### config.mk
export PLATFORM = sky130hd
export DESIGN_NAME = pipe_adder_flat
export DESIGN_NICKNAME = d
export VERILOG_FILES = /design/src/rtl/pipe_adder_if.sv /design/src/rtl/pipe_adder.sv /design/src/flat_wrapper.sv
export SDC_FILE = /design/constraint.sdc
export NUM_CORES = 1
export LEC_CHECK = 0
export ABC_AREA = 1
export BUFFER_PORTS_ARGS = -buffer_cell sky130_fd_sc_hd__buf_2
export CORE_MARGIN = 4
export CORE_UTILIZATION = 45
export CTS_CLUSTER_SIZE = 12
export DETAILED_ROUTE_END_ITERATION = 8
export HOLD_SLACK_MARGIN = 0.1
export MAX_ROUTING_LAYER = met4
export PLACE_DENSITY = 0.69
export SLEW_MARGIN = 0
export SYNTH_ARGS = -nofsm -noshare
export SYNTH_HDL_FRONTEND = slang
export SYNTH_SLANG_ARGS = --single-unit
### constraint.sdc
create_clock -name clk -period 2.4 [get_ports clk]
set_input_delay 0.36 -clock clk [delete_from_list [all_inputs] [get_ports clk]]
set_output_delay 0.36 -clock clk [all_outputs]
set_load 0.005 [all_outputs]
### src/rtl/pipe_adder_if.sv
// Operand/result handshake bundle for pipe_adder. The overflow signal and its
// modport entries exist only when PIPE_ADDER_OVF_EN is defined.
interface pipe_adder_if #(
    parameter int WIDTH = 32
);
    logic             in_valid;
    logic             in_ready;
    logic [WIDTH-1:0] operand1;
    logic [WIDTH-1:0] operand2;
    logic             cin;
    logic             sub;
    logic             out_valid;
    logic             out_ready;
    logic [WIDTH-1:0] result;
    logic             cout;
`ifdef PIPE_ADDER_OVF_EN
    logic             overflow;

    modport master (
        output in_valid, operand1, operand2, cin, sub, out_ready,
        input  in_ready, out_valid, result, cout, overflow
    );
    modport slave (
        input  in_valid, operand1, operand2, cin, sub, out_ready,
        output in_ready, out_valid, result, cout, overflow
    );
`else
    modport master (
        output in_valid, operand1, operand2, cin, sub, out_ready,
        input  in_ready, out_valid, result, cout
    );
    modport slave (
        input  in_valid, operand1, operand2, cin, sub, out_ready,
        output in_ready, out_valid, result, cout
    );
`endif
endinterface

### src/rtl/pipe_adder.sv
// Pipelined adder/subtractor: the carry chain is cut into STAGES equal segments,
// one per register stage, with valid/ready back-pressure. Optional signed
// overflow output is enabled by defining PIPE_ADDER_OVF_EN.
module pipe_adder #(
    parameter int WIDTH  = 32,
    parameter int STAGES = 4
) (
    input  logic       clk,
    input  logic       resetn,
    pipe_adder_if.slave bus
);
    localparam int STG_SAFE = (STAGES > 0) ? STAGES : 1;
    localparam int SEG      = WIDTH / STG_SAFE;

    genvar gi;

    if (STAGES < 1 || STAGES > WIDTH || (WIDTH % STG_SAFE) != 0) begin : g_bad_cfg
        $error("pipe_adder: STAGES=%0d is not legal for WIDTH=%0d", STAGES, WIDTH);
    end

    // Index k of each array is the input seen by stage k; index k+1 is its register.
    logic             v_s [STAGES+1];
    logic [WIDTH-1:0] a_s [STAGES];
    logic [WIDTH-1:0] b_s [STAGES];
    logic [WIDTH-1:0] r_s [STAGES+1];
    logic             c_s [STAGES+1];
    logic             advance;

    assign advance = !v_s[STAGES] || bus.out_ready;

    // Subtraction is folded in once at entry: a + ~b + !cin.
    assign v_s[0] = bus.in_valid;
    assign a_s[0] = bus.operand1;
    assign b_s[0] = bus.sub ? ~bus.operand2 : bus.operand2;
    assign c_s[0] = bus.sub ? ~bus.cin : bus.cin;
    assign r_s[0] = '0;

    for (gi = 0; gi < STAGES; gi++) begin : g_stage
        logic [SEG:0]     seg_sum;
        logic [WIDTH-1:0] r_d;
        logic             load;
        logic             v_q;
        logic             c_q;
        logic [WIDTH-1:0] r_q;

        assign seg_sum = {1'b0, a_s[gi][gi*SEG +: SEG]}
                       + {1'b0, b_s[gi][gi*SEG +: SEG]}
                       + {{SEG{1'b0}}, c_s[gi]};

        always_comb begin
            r_d = r_s[gi];
            r_d[gi*SEG +: SEG] = seg_sum[SEG-1:0];
        end

        // Data only loads with a real op, so bubbles leave the last result visible.
        assign load = advance && v_s[gi];

        always_ff @(posedge clk or negedge resetn) begin
            if (!resetn) begin
                v_q <= 1'b0;
                c_q <= 1'b0;
                r_q <= '0;
            end else begin
                if (advance) begin
                    v_q <= v_s[gi];
                end
                if (load) begin
                    c_q <= seg_sum[SEG];
                    r_q <= r_d;
                end
            end
        end

        assign v_s[gi+1] = v_q;
        assign c_s[gi+1] = c_q;
        assign r_s[gi+1] = r_q;

        if (gi < STAGES - 1) begin : g_operands
            logic [WIDTH-1:0] a_q;
            logic [WIDTH-1:0] b_q;

            always_ff @(posedge clk or negedge resetn) begin
                if (!resetn) begin
                    a_q <= '0;
                    b_q <= '0;
                end else if (load) begin
                    a_q <= a_s[gi];
                    b_q <= b_s[gi];
                end
            end

            assign a_s[gi+1] = a_q;
            assign b_s[gi+1] = b_q;
        end

`ifdef PIPE_ADDER_OVF_EN
        if (gi == STAGES - 1) begin : g_overflow
            logic ovf_d;
            logic ovf_q;

            // Carry into the MSB is recovered from the MSB sum bit and its operands.
            assign ovf_d = (a_s[gi][WIDTH-1] ^ b_s[gi][WIDTH-1] ^ seg_sum[SEG-1]) ^ seg_sum[SEG];

            always_ff @(posedge clk or negedge resetn) begin
                if (!resetn) begin
                    ovf_q <= 1'b0;
                end else if (load) begin
                    ovf_q <= ovf_d;
                end
            end

            assign bus.overflow = ovf_q;
        end
`endif
    end

    assign bus.in_ready  = advance;
    assign bus.out_valid = v_s[STAGES];
    assign bus.result    = r_s[STAGES];
    assign bus.cout      = c_s[STAGES];

    a_hold_stable: assert property (@(posedge clk) disable iff (!resetn)
        (bus.out_valid && !bus.out_ready) |=> (bus.out_valid && $stable(bus.result) && $stable(bus.cout)));

endmodule

### src/flat_wrapper.sv
// flat-port wrapper written by rule: the top's interface ports become plain ports
module pipe_adder_flat 
#(
    parameter int WIDTH  = 32,
    parameter int STAGES = 4
)
  (clk, resetn, bus_in_valid, bus_operand1, bus_operand2, bus_cin, bus_sub, bus_out_ready, bus_in_ready, bus_out_valid, bus_result, bus_cout);
  pipe_adder_if #(.WIDTH(WIDTH)) bus_i ();
  input  logic clk;
  input  logic resetn;
  input wire logic [$bits(bus_i.in_valid)-1:0] bus_in_valid;
  input wire logic [$bits(bus_i.operand1)-1:0] bus_operand1;
  input wire logic [$bits(bus_i.operand2)-1:0] bus_operand2;
  input wire logic [$bits(bus_i.cin)-1:0] bus_cin;
  input wire logic [$bits(bus_i.sub)-1:0] bus_sub;
  input wire logic [$bits(bus_i.out_ready)-1:0] bus_out_ready;
  output wire logic [$bits(bus_i.in_ready)-1:0] bus_in_ready;
  output wire logic [$bits(bus_i.out_valid)-1:0] bus_out_valid;
  output wire logic [$bits(bus_i.result)-1:0] bus_result;
  output wire logic [$bits(bus_i.cout)-1:0] bus_cout;
  assign bus_i.in_valid = bus_in_valid;
  assign bus_i.operand1 = bus_operand1;
  assign bus_i.operand2 = bus_operand2;
  assign bus_i.cin = bus_cin;
  assign bus_i.sub = bus_sub;
  assign bus_i.out_ready = bus_out_ready;
  assign bus_in_ready = bus_i.in_ready;
  assign bus_out_valid = bus_i.out_valid;
  assign bus_result = bus_i.result;
  assign bus_cout = bus_i.cout;
  pipe_adder #(.WIDTH(WIDTH), .STAGES(STAGES)) u_core (.clk(clk), .resetn(resetn), .bus(bus_i));
endmodule
==> flow_metrics.env, run 1 <==
export IMPL_crit_path_start="u_core.g_stage[2].g_operands.a_q[24]"
export IMPL_portBuffers=104
export IMPL_wl_per_cell_um=12.5
export IMPL_die_area_um2=21700
export IMPL_fin_util_pct=52.9
export IMPL_powerDensity_nw_per_um2=1210
export IMPL_cp_common_cell="nand2_1"
export IMPL_placed_cell_area_um2=9390
export IMPL_die_w_um=147
export IMPL_grt_use_total_pct=16.8
export IMPL_slowest_stage="fa_1"
export IMPL_postSynthAreaPerCell_um2=8.91
export IMPL_numCtsBuffers=17
export IMPL_yosysUniqueCellTypes=30
export IMPL_cp_data_arrival_time_ps=2290
export IMPL_worst_skew_pair_late_latency_ps=430
export IMPL_rsz0062_at_grt="no"
export IMPL_critical_path_top_delay_family="adder cells"
export IMPL_core_um2=18900
export IMPL_cts_resized=0
export IMPL_cp_cell_sequence="fa_1 -> fa_1 -> nand2_1 -> nand2_1 -> nand3b_1 -> nand2_1 -> nand2_1 -> nand3_1 -> nand2_1"
export IMPL_crit_path_end_kind="register"
export IMPL_row_count=50
export IMPL_grt_overflow=0
export IMPL_start_util_pct=46.2
export IMPL_layout_min_cycle_time_ps=1920
export IMPL_dp_hpwl_um=12300
export IMPL_final_antenna_net_count=0
export IMPL_layout_setup_ws_ps=477
export IMPL_final_setup_tns_ps=0
export IMPL_fin_worst_skew_ps=7.64
export IMPL_synthTopCellsByArea="dfrtp_1 (53%), nand2_1 (18%), ha_1 (4.0%)"
export IMPL_ctsHoldBuffers=2
export IMPL_die_h_um=147
export IMPL_vdd_ir_drop_max_v=0.000717
export IMPL_total_power_mw=12.0
export IMPL_final_nets=1179
export IMPL_postSynthCellCount=980
export IMPL_post_cts_repair_setup_buffers=0
export IMPL_critPathKind="register to register"
export IMPL_clock_tree_root_cell="clkbuf_16"
export IMPL_hold_viol=0
export IMPL_critical_path_buf_inv_count=0
export IMPL_routed_wl_um=16800
export IMPL_cp_start_kind="register"
export IMPL_worst_slew_pin_slew_ps=744
export IMPL_outcome="finished clean"
export IMPL_reg2reg_from="u_core.g_stage[2].g_operands.a_q[24]"
export IMPL_netlist_area_um2=8730
export IMPL_cts_buffer_depth=2
export IMPL_drc=0
export IMPL_hold_path_class="input pin to register"
export IMPL_max_freq_mhz=520
export IMPL_syn_to_final_growth_pct=14.4
export IMPL_finalHoldWorstSlack_ps=127
export IMPL_ios=105
export IMPL_grt_pass1_wl_um=28900
export IMPL_antenna_found_initial=0
export IMPL_drv_cap=0
export IMPL_cp_max_fo=2
export IMPL_synth_warnings=0
export IMPL_grt_pass1_vias=5907
export IMPL_synth_nets=1086
export IMPL_clk_pin_slew_ps=70
export IMPL_viasPerCell=4.55
export IMPL_dp_cells=1312
export IMPL_n_fill_cell=1801
export IMPL_netlist_area_leader_share_pct=52.7
export IMPL_cts_tree="done"
export IMPL_ys_seq_area_share_pct=52.7
export IMPL_cts_num_sinks=184
export IMPL_slew_violations=0
export IMPL_finalCritPeriodShare_pct=80.1
export IMPL_fin_cells=1346
export IMPL_pre_cts_ws_ps=338
export IMPL_vias=6124
export IMPL_crit_required_ps=2760
export IMPL_max_stage_delay_ps=470
export IMPL_setup_violations=0
export IMPL_gp_congestion=0.881
export IMPL_p_leak_nw=5.31
export IMPL_synth_top_area_cell="dfrtp_1"
export IMPL_ys_ff_latch=184
export IMPL_drive_above_1_share_pct=17.1
export IMPL_grt_max_degree=72
export IMPL_hp_start="bus_operand1[20]"
export IMPL_drtPass1Iterations=5
export IMPL_htreeDepth=4
export IMPL_drtIter0Drc=399
export IMPL_n_antenna_cell=0
export IMPL_relSlewSlack_pct=50.3
export IMPL_stdcell_area_um2=9990
[kinds of logic after synthesis]
kind of cell | Yosys count | synth area share, %
AO/OA/AOI/OAI | 114 | 7.68
XOR/XNOR | 43 | 4.31
adder cells (fa/ha/maj) | 36 | 5.85
buffers and inverters | 119 | 6.75
flip-flops | 184 | 52.7
AND/OR/NAND/NOR | 484 | 22.7
[tightest hold or removal path, delay by kind of cell]
kind,cells,cell delay (ps)
simple gates,2,90
buf+inv,1,70
[where the power goes]
group          leakage [nW]  switching [mW]  internal [mW]  total, mW
clock                 0.289            1.14           1.59       2.73
combinational          2.72            2.62           1.68       4.30
sequential             2.31           0.665           4.34       5.01
[state kept, by name (all words and copies together), names as in the netlist]
register                       count
u_core.bus.out_valid               1
u_core.bus.cout                    1
u_core.g_stage.g_operands.a_q     48
u_core.g_stage.v_q                 3
u_core.g_stage.g_operands.b_q     48
u_core.g_stage.c_q                 3
u_core.g_stage.r_q                48
u_core.bus.result                 32
[area by class of cell]
class                   instances  area [um2]  share of cell area [%]
clock buffers                  22         464                    4.65
clock inverters                10         115                    1.15
inverters                      79         299                    2.99
multi-input cells             677        3540                    35.4
flip-flops and latches        184        4600                    46.1
well taps                     260         325                    3.26
repair buffers                114         644                    6.45
[per-layer routing]
layer | track usage, % | up-vias | wire length (um)
li1 | - | 3240 | -
met1 | 25.4 | 2754 | 9100
met2 | 22.6 | 115 | 6760
met3 | 3.49 | 15 | 719
met4 | 5.27 | 0 | 230
met5 | - | - | 0
[cell usage after synthesis]
| cell | number |
|---|---|
| xor2_1 | 12 |
| nand4_1 | 1 |
| a21oi_1 | 15 |
| buf_6 | 10 |
| nor2_4 | 1 |
| xnor2_1 | 31 |
| o21ai_0 | 51 |
| ha_1 | 28 |
| buf_4 | 3 |
| nand2_4 | 1 |
| nor2_8 | 3 |
| dfrtp_1 | 184 |
| o21ai_1 | 20 |
| nor2_1 | 19 |
| inv_2 | 4 |
| o21ai_2 | 24 |
| or2_2 | 6 |
| inv_1 | 74 |
| buf_2 | 21 |
| buf_1 | 2 |
| o21bai_1 | 4 |
| nand2_2 | 5 |
| nand3_1 | 27 |
| buf_12 | 1 |
| nand3b_1 | 9 |
| fa_1 | 8 |
| clkbuf_1 | 2 |
| buf_8 | 1 |
| inv_4 | 1 |
| nand2_1 | 412 |
[cell usage in the layout (no fill, tap or decap), types with 3 or more instances in the layout]
cell	synthesis	final
clkbuf_16	0	17
inv_2	4	4
buf_12	1	3
nand3_1	27	27
o21bai_1	4	4
ha_1	28	28
nor2_1	19	19
nand2_2	5	5
nand3b_1	9	9
inv_1	74	74
dfrtp_1	184	184
xor2_1	12	12
buf_4	3	5
o21ai_2	24	24
o21ai_0	51	51
a21oi_1	15	15
xnor2_1	31	31
buf_2	21	103
nor2_8	3	3
fa_1	8	8
o21ai_1	20	20
nand2_1	412	412
inv_6	0	3
clkinv_2	0	4
clkbuf_1	2	3
or2_2	6	6
[worst paths after layout]
check	cells past startpoint	slack [ps]	to
max in group asynchronous	3	1320	u_core.g_stage[1].g_operands.b_q[17]
worst max-delay path	9	480	u_core.bus.result[30]
worst min-delay path	3	130	u_core.g_stage[0].g_operands.a_q[20]
worst min register to register	2	470	u_core.bus.result[25]
worst max register to register	9	480	u_core.bus.result[30]
min in group asynchronous	2	420	u_core.g_stage[0].c_q
Note: power is estimated with default switching activity, not from simulation.
==> inputs of run 2 (changes only) <==
--- a/config.mk
+++ b/config.mk
@@ -13,7 +13,7 @@
 export DETAILED_ROUTE_END_ITERATION = 8
 export HOLD_SLACK_MARGIN = 0.1
 export MAX_ROUTING_LAYER = met4
-export PLACE_DENSITY = 0.69
+export PLACE_DENSITY = 0.72
 export SLEW_MARGIN = 0
 export SYNTH_ARGS = -nofsm -noshare
 export SYNTH_HDL_FRONTEND = slang
==> constraint.sdc (replaced) <==
create_clock -name clk -period 1.7 [get_ports clk]
set_input_delay 0.255 -clock clk [delete_from_list [all_inputs] [get_ports clk]]
set_output_delay 0.255 -clock clk [all_outputs]
set_load 0.005 [all_outputs]
==> run 2 against run 1 <==
Largest power group unchanged. Worst hold slack got worse by 13 ps. The run now ends with setup timing left. First-iteration DRC count is 18% lower. Global-route usage is 0.79 points higher. Critical path depth is the same. Sequential cell count did not move. Core utilization rose by 2.9 points. Critical path type unchanged. Critical endpoint unchanged.
==> flow_metrics.env, run 2 (synthesis gave the netlist of run 1 again) <==
export IMPL_slew_violations=0
export IMPL_dp_hpwl_um=12600
export IMPL_die_area_um2=21700
export IMPL_setup_violations=6
export IMPL_drtPass1Iterations=8
export IMPL_grt_pass1_wl_um=30600
export IMPL_syn_to_final_growth_pct=20.8
export IMPL_layout_commonest_cell="nand2_1"
export IMPL_drv_cap=0
export IMPL_critical_path_buf_inv_count=0
export IMPL_start_util_pct=46.2
export IMPL_pre_cts_ws_ps=-205
export IMPL_antenna_found_initial=0
export IMPL_layout_min_cycle_time_ps=1760
export IMPL_max_stage_delay_ps=420
export IMPL_layout_setup_ws_ps=-60.6
export IMPL_worst_slew_pin_slew_ps=512
export IMPL_critical_path_top_delay_family="adder cells"
export IMPL_row_count=50
export IMPL_crit_required_ps=2070
export IMPL_fin_worst_skew_ps=15.1
export IMPL_numCtsBuffers=17
export IMPL_grt_overflow=0
export IMPL_cp_cell_sequence="fa_2 -> fa_2 -> nand2_2 -> nand2_2 -> nand3b_1 -> nand2_1 -> nand2_1 -> nand3_1 -> nand2_1"
export IMPL_drtIter0Drc=329
export IMPL_cp_common_cell="nand2_1"
export IMPL_critPathKind="register to register"
export IMPL_n_antenna_cell=0
export IMPL_clk_pin_slew_ps=60
export IMPL_drc=0
export IMPL_drive_above_1_share_pct=20.5
export IMPL_grt_use_total_pct=17.6
export IMPL_failed_checks="setup timing"
export IMPL_final_antenna_net_count=0
export IMPL_grt_max_degree=74
export IMPL_slowest_stage="fa_2"
export IMPL_powerDensity_nw_per_um2=1700
export IMPL_max_freq_mhz=568
export IMPL_p_leak_nw=5.55
export IMPL_core_um2=18900
export IMPL_crit_path_end_kind="register"
export IMPL_viasPerCell=4.66
export IMPL_grt_pass1_vias=6329
export IMPL_hold_viol=0
export IMPL_rrSetupSlack_ps=-60
export IMPL_outcome="finished with violations"
export IMPL_finalCritPeriodShare_pct=104
export IMPL_vdd_ir_drop_max_v=0.00104
export IMPL_cts_tree="done"
export IMPL_routed_wl_um=17800
export IMPL_htreeDepth=4
export IMPL_final_nets=1225
export IMPL_cts_num_sinks=184
export IMPL_clock_tree_root_cell="clkbuf_16"
export IMPL_gp_congestion=0.887
export IMPL_die_h_um=147
export IMPL_cp_max_fo=2
export IMPL_vias=6486
export IMPL_cts_buffer_depth=2
export IMPL_hold_path_class="input pin to register"
export IMPL_total_power_mw=17.9
export IMPL_reg_largest_list="u_core.g_stage.g_operands.a_q (48), u_core.g_stage.g_operands.b_q (48), u_core.g_stage.r_q (48)"
export IMPL_cp_start_kind="register"
export IMPL_portBuffers=104
export IMPL_wl_per_cell_um=12.8
export IMPL_ios=105
export IMPL_rsz0062_at_grt="yes"
export IMPL_cp_data_arrival_time_ps=2130
export IMPL_relSlewSlack_pct=65.8
export IMPL_final_cell_mix="nand2_1 (406), dfrtp_1 (184), buf_2 (103)"
export IMPL_worst_skew_pair_late_latency_ps=430
export IMPL_die_w_um=147
[run 2: cell count changes in the layout (fill, tap and decap cells not counted), moves of 3 or more]
cell	previous run	this run
buf_12	3	6
buf_4	5	23
clkinv_2	4	0
dlygate4sd3_1	2	25
fa_1	8	0
fa_2	0	8
inv_1	74	70
inv_2	4	7
nand2_1	412	406
nand2_2	5	11
[run 2: worst paths after layout]
kind                                                      startpoint                              endpoint  cells after the start
worst max-delay path            u_core.g_stage[2].g_operands.a_q[24]                 u_core.bus.result[30]                      9
worst min-delay path                                bus_operand2[20]  u_core.g_stage[0].g_operands.b_q[20]                      3
worst max register to register  u_core.g_stage[2].g_operands.a_q[24]                 u_core.bus.result[30]                      9
worst min register to register                 u_core.bus.result[25]                 u_core.bus.result[25]                      2
max in group asynchronous                                     resetn  u_core.g_stage[0].g_operands.a_q[26]                      3
min in group asynchronous                                     resetn              u_core.g_stage[0].r_q[2]                      2
[run 2: power by group]
part / internal (mW) / total [mW] / leakage [nW] / switching, mW
combinational: 2.77 / 6.67 / 2.94 / 3.90
sequential: 6.13 / 7.11 / 2.31 / 0.978
clock: 2.47 / 4.09 / 0.299 / 1.62
[run 2: worst reg2reg max path, cell delays in order (launching register included)]
cell      delay (ps)
dfrtp_1          410
fa_2             420
fa_2             370
nand2_2           80
nand2_2           60
nand3b_1         100
nand2_1           70
nand2_1           70
nand3_1           60
nand2_1           60
[run 2: area by class of cell]
type,count,area [um2]
Inverter,79,302
Tap cell,260,325
Fill cell,1743,8350
Sequential cell,184,4600
Clock buffer,22,484
Timing Repair Buffer,159,1080
Clock inverter,9,140
Multi-Input combinational cell,678,3600
[run 2: timing repair]
item,in CTS,in global routing
pin swaps,1,9
gates resized for setup,7,12
cloned,0,1
hold endpoints to repair,62,0
setup buffers,4,3
hold buffers,25,0
setup endpoints to repair,8,56
[run 2: per-layer routing]
metal	vias up	routed length, um	GRT usage [%]
met4	0	248	5.41
li1	3329	-	-
met5	-	0	-
met3	22	628	3.02
met1	2996	9110	25.2
met2	139	7840	25.7
[run 2: through the flow]
stage | setup TNS (ps) | cells | area, um2 | utilization [%] | hold WS, ps
6_report | -254 | 1391 | 10500 | 55.8 | 113
3_3_place_gp | -881 | 1327 | 9560 | 50.6 | 210
2_1_floorplan | -418 | 980 | 8770 | - | -40.6
5_1_grt | -875 | 1391 | 10500 | 55.8 | 124
4_1_cts | -78.1 | 1387 | 10500 | 55.5 | 109
3_5_place_dp | -1510 | 1327 | 9560 | 50.6 | 213
==> inputs of run 3 (changes only) <==
--- a/config.mk
+++ b/config.mk
@@ -7,13 +7,14 @@
 export LEC_CHECK = 0
 export ABC_AREA = 1
 export BUFFER_PORTS_ARGS = -buffer_cell sky130_fd_sc_hd__buf_2
+export CORE_ASPECT_RATIO = 1.5
 export CORE_MARGIN = 4
 export CORE_UTILIZATION = 45
 export CTS_CLUSTER_SIZE = 12
 export DETAILED_ROUTE_END_ITERATION = 8
 export HOLD_SLACK_MARGIN = 0.1
 export MAX_ROUTING_LAYER = met4
-export PLACE_DENSITY = 0.72
+export PLACE_DENSITY = 0.71
 export SLEW_MARGIN = 0
 export SYNTH_ARGS = -nofsm -noshare
 export SYNTH_HDL_FRONTEND = slang
==> constraint.sdc (replaced) <==
create_clock -name clk -period 1.91 [get_ports clk]
set_input_delay 0.2865 -clock clk [delete_from_list [all_inputs] [get_ports clk]]
set_output_delay 0.2865 -clock clk [all_outputs]
set_load 0.005 [all_outputs]
==> run 3 against run 2 <==
The flow now finishes without violations. Die area rose by 0.21%. Combinational power fell by 17%. Final area fell by 2.6%. Highest routed layer unchanged. Wire length fell by 6.5%. Largest power group unchanged. Core utilization fell by 2.0 points.
==> flow_metrics.env, run 3 (synthesis gave the netlist of run 1 again) <==
export IMPL_outcome="finished clean"
export IMPL_final_cell_mix="nand2_1 (412), dfrtp_1 (184), buf_2 (103)"
export IMPL_final_nets=1206
export IMPL_htreeDepth=4
export IMPL_stdcell_area_um2=10300
export IMPL_cp_data_arrival_time_ps=2120
export IMPL_dp_cells=1313
export IMPL_hold_depth=3
export IMPL_fin_util_pct=53.8
export IMPL_numCtsBuffers=17
export IMPL_dp_hpwl_um=11900
export IMPL_reg_largest_list="u_core.g_stage.g_operands.a_q (48), u_core.g_stage.g_operands.b_q (48), u_core.g_stage.r_q (48)"
export IMPL_clock_tree_root_cell="clkbuf_16"
export IMPL_fin_cells=1369
export IMPL_worst_slew_pin_slew_ps=723
export IMPL_reg2regPathDepth=9
export IMPL_wl_per_cell_um=12.2
export IMPL_layout_min_cycle_time_ps=1760
export IMPL_cts_buffer_depth=2
export IMPL_grt_pass1_wl_um=29000
export IMPL_use_met3_pct=2.82
export IMPL_drive_above_1_share_pct=17.9
export IMPL_grt_use_total_pct=17.0
export IMPL_grt_met2_usage_pct=26.2
export IMPL_slowest_stage="fa_2"
export IMPL_slew_violations=0
export IMPL_crit_required_ps=2270
export IMPL_routed_wl_um=16700
export IMPL_max_stage_delay_ps=420
export IMPL_drtPass1Iterations=4
export IMPL_hold_path_class="input pin to register"
export IMPL_final_antenna_net_count=0
export IMPL_post_cts_repair_setup_buffers=0
export IMPL_layout_commonest_cell="nand2_1"
export IMPL_clk_pin_slew_ps=70
export IMPL_grt_overflow=0
export IMPL_critical_path_top_delay_family="adder cells"
export IMPL_total_power_mw=15.1
export IMPL_r2r_end="u_core.g_stage[2].r_q[22]"
export IMPL_row_count=62
export IMPL_drc=0
export IMPL_grt_pass1_vias=6194
export IMPL_hold_viol=0
export IMPL_setup_violations=0
export IMPL_core_um2=19100
export IMPL_n_antenna_cell=0
export IMPL_syn_to_final_growth_pct=17.7
export IMPL_viasPerCell=4.61
export IMPL_critPathKind="register to register"
export IMPL_rrSetupSlack_ps=150
export IMPL_powerDensity_nw_per_um2=1470
export IMPL_critical_path_buf_inv_count=0
export IMPL_placed_cell_area_um2=9470
export IMPL_p_leak_nw=5.42
export IMPL_grt_max_degree=74
export IMPL_crit_path_end_kind="register"
export IMPL_finalCritPeriodShare_pct=92.1
export IMPL_relSlewSlack_pct=51.7
export IMPL_cp_cell_sequence="fa_2 -> fa_2 -> nand3_1 -> nand2_1 -> nand2_1 -> nand2_1 -> nand2_1 -> nand3_1 -> nand2_1"
export IMPL_cp_start_kind="register"
export IMPL_cts_tree="done"
export IMPL_worst_skew_pair_late_latency_ps=430
export IMPL_hp_start="bus_operand1[24]"
export IMPL_die_h_um=179
export IMPL_grt_busiest_layer="met2"
export IMPL_antenna_found_initial=0
export IMPL_use_met1_pct=22.7
export IMPL_cts_num_sinks=184
export IMPL_cp_common_cell="nand2_1"
export IMPL_reg2reg_from="u_core.g_stage[1].g_operands.a_q[16]"
export IMPL_vdd_ir_drop_max_v=0.000892
export IMPL_hold_end="u_core.g_stage[0].g_operands.a_q[24]"
export IMPL_cp_max_fo=3
export IMPL_start_util_pct=45.7
export IMPL_portBuffers=104
export IMPL_die_w_um=122
export IMPL_gp_congestion=0.872
export IMPL_vias=6316
export IMPL_ios=105
export IMPL_drtIter0Drc=292
export IMPL_fin_worst_skew_ps=11.5
export IMPL_drv_cap=0
export IMPL_rsz0062_at_grt="yes"
export IMPL_die_area_um2=21700
export IMPL_max_freq_mhz=568
run 3: worst max-delay path by stage:
stage,startpoint,endpoint,slack (ps),cells after the start
final,u_core.g_stage[1].g_operands.a_q[16],u_core.g_stage[2].r_q[22],150,9
after CTS,u_core.g_stage[1].g_operands.a_q[16],u_core.g_stage[2].r_q[22],10,9
after global routing,u_core.g_stage[2].g_operands.a_q[24],u_core.bus.result[30],-20,9
after global placement,bus_sub,u_core.g_stage[0].r_q[6],-30,13
after detailed placement,bus_sub,u_core.g_stage[0].r_q[6],-60,13
after floorplan,bus_sub,u_core.g_stage[0].r_q[6],1,14
run 3: worst min-delay path, cell delays in order:
cell	delay, ps
buf_2	80
nand2_1	70
o21ai_1	70
run 3: layout make-up:
cell class	count	area (um2)
Fill cell	1846	8810
Sequential cell	184	4600
Multi-Input combinational cell	678	3560
Timing Repair Buffer	140	930
Clock buffer	19	433
Tap cell	256	320
Inverter	79	299
Clock inverter	13	123
run 3: timing repair:
| action | CTS | global route |
|---|---|---|
| endpoints found under the setup margin | 0 | 13 |
| hold buffers | 23 | 0 |
| endpoints found under the hold margin | 59 | 0 |
| resized for setup | 0 | 4 |
run 3: through the flow:
step	hold WS (ps)	setup slack, ps	setup TNS, ps
2_1_floorplan	-9.09	1.32	0
3_3_place_gp	239	-32.7	-57.5
3_5_place_dp	240	-56.0	-104
4_1_cts	112	13.8	0
5_1_grt	137	-19.9	-19.9
6_report	115	150	0
run 3: power by group:
group | internal, mW | switching (mW)
Clock | 1.81 | 1.51
Sequential | 5.45 | 0.807
Combinational | 2.24 | 3.30
run 3: layer usage:
layer	part of all wire (%)	routed length, um
met1	47	7840
met2	48	8020
met3	3.3	544
met4	1.6	263
met5	0	0
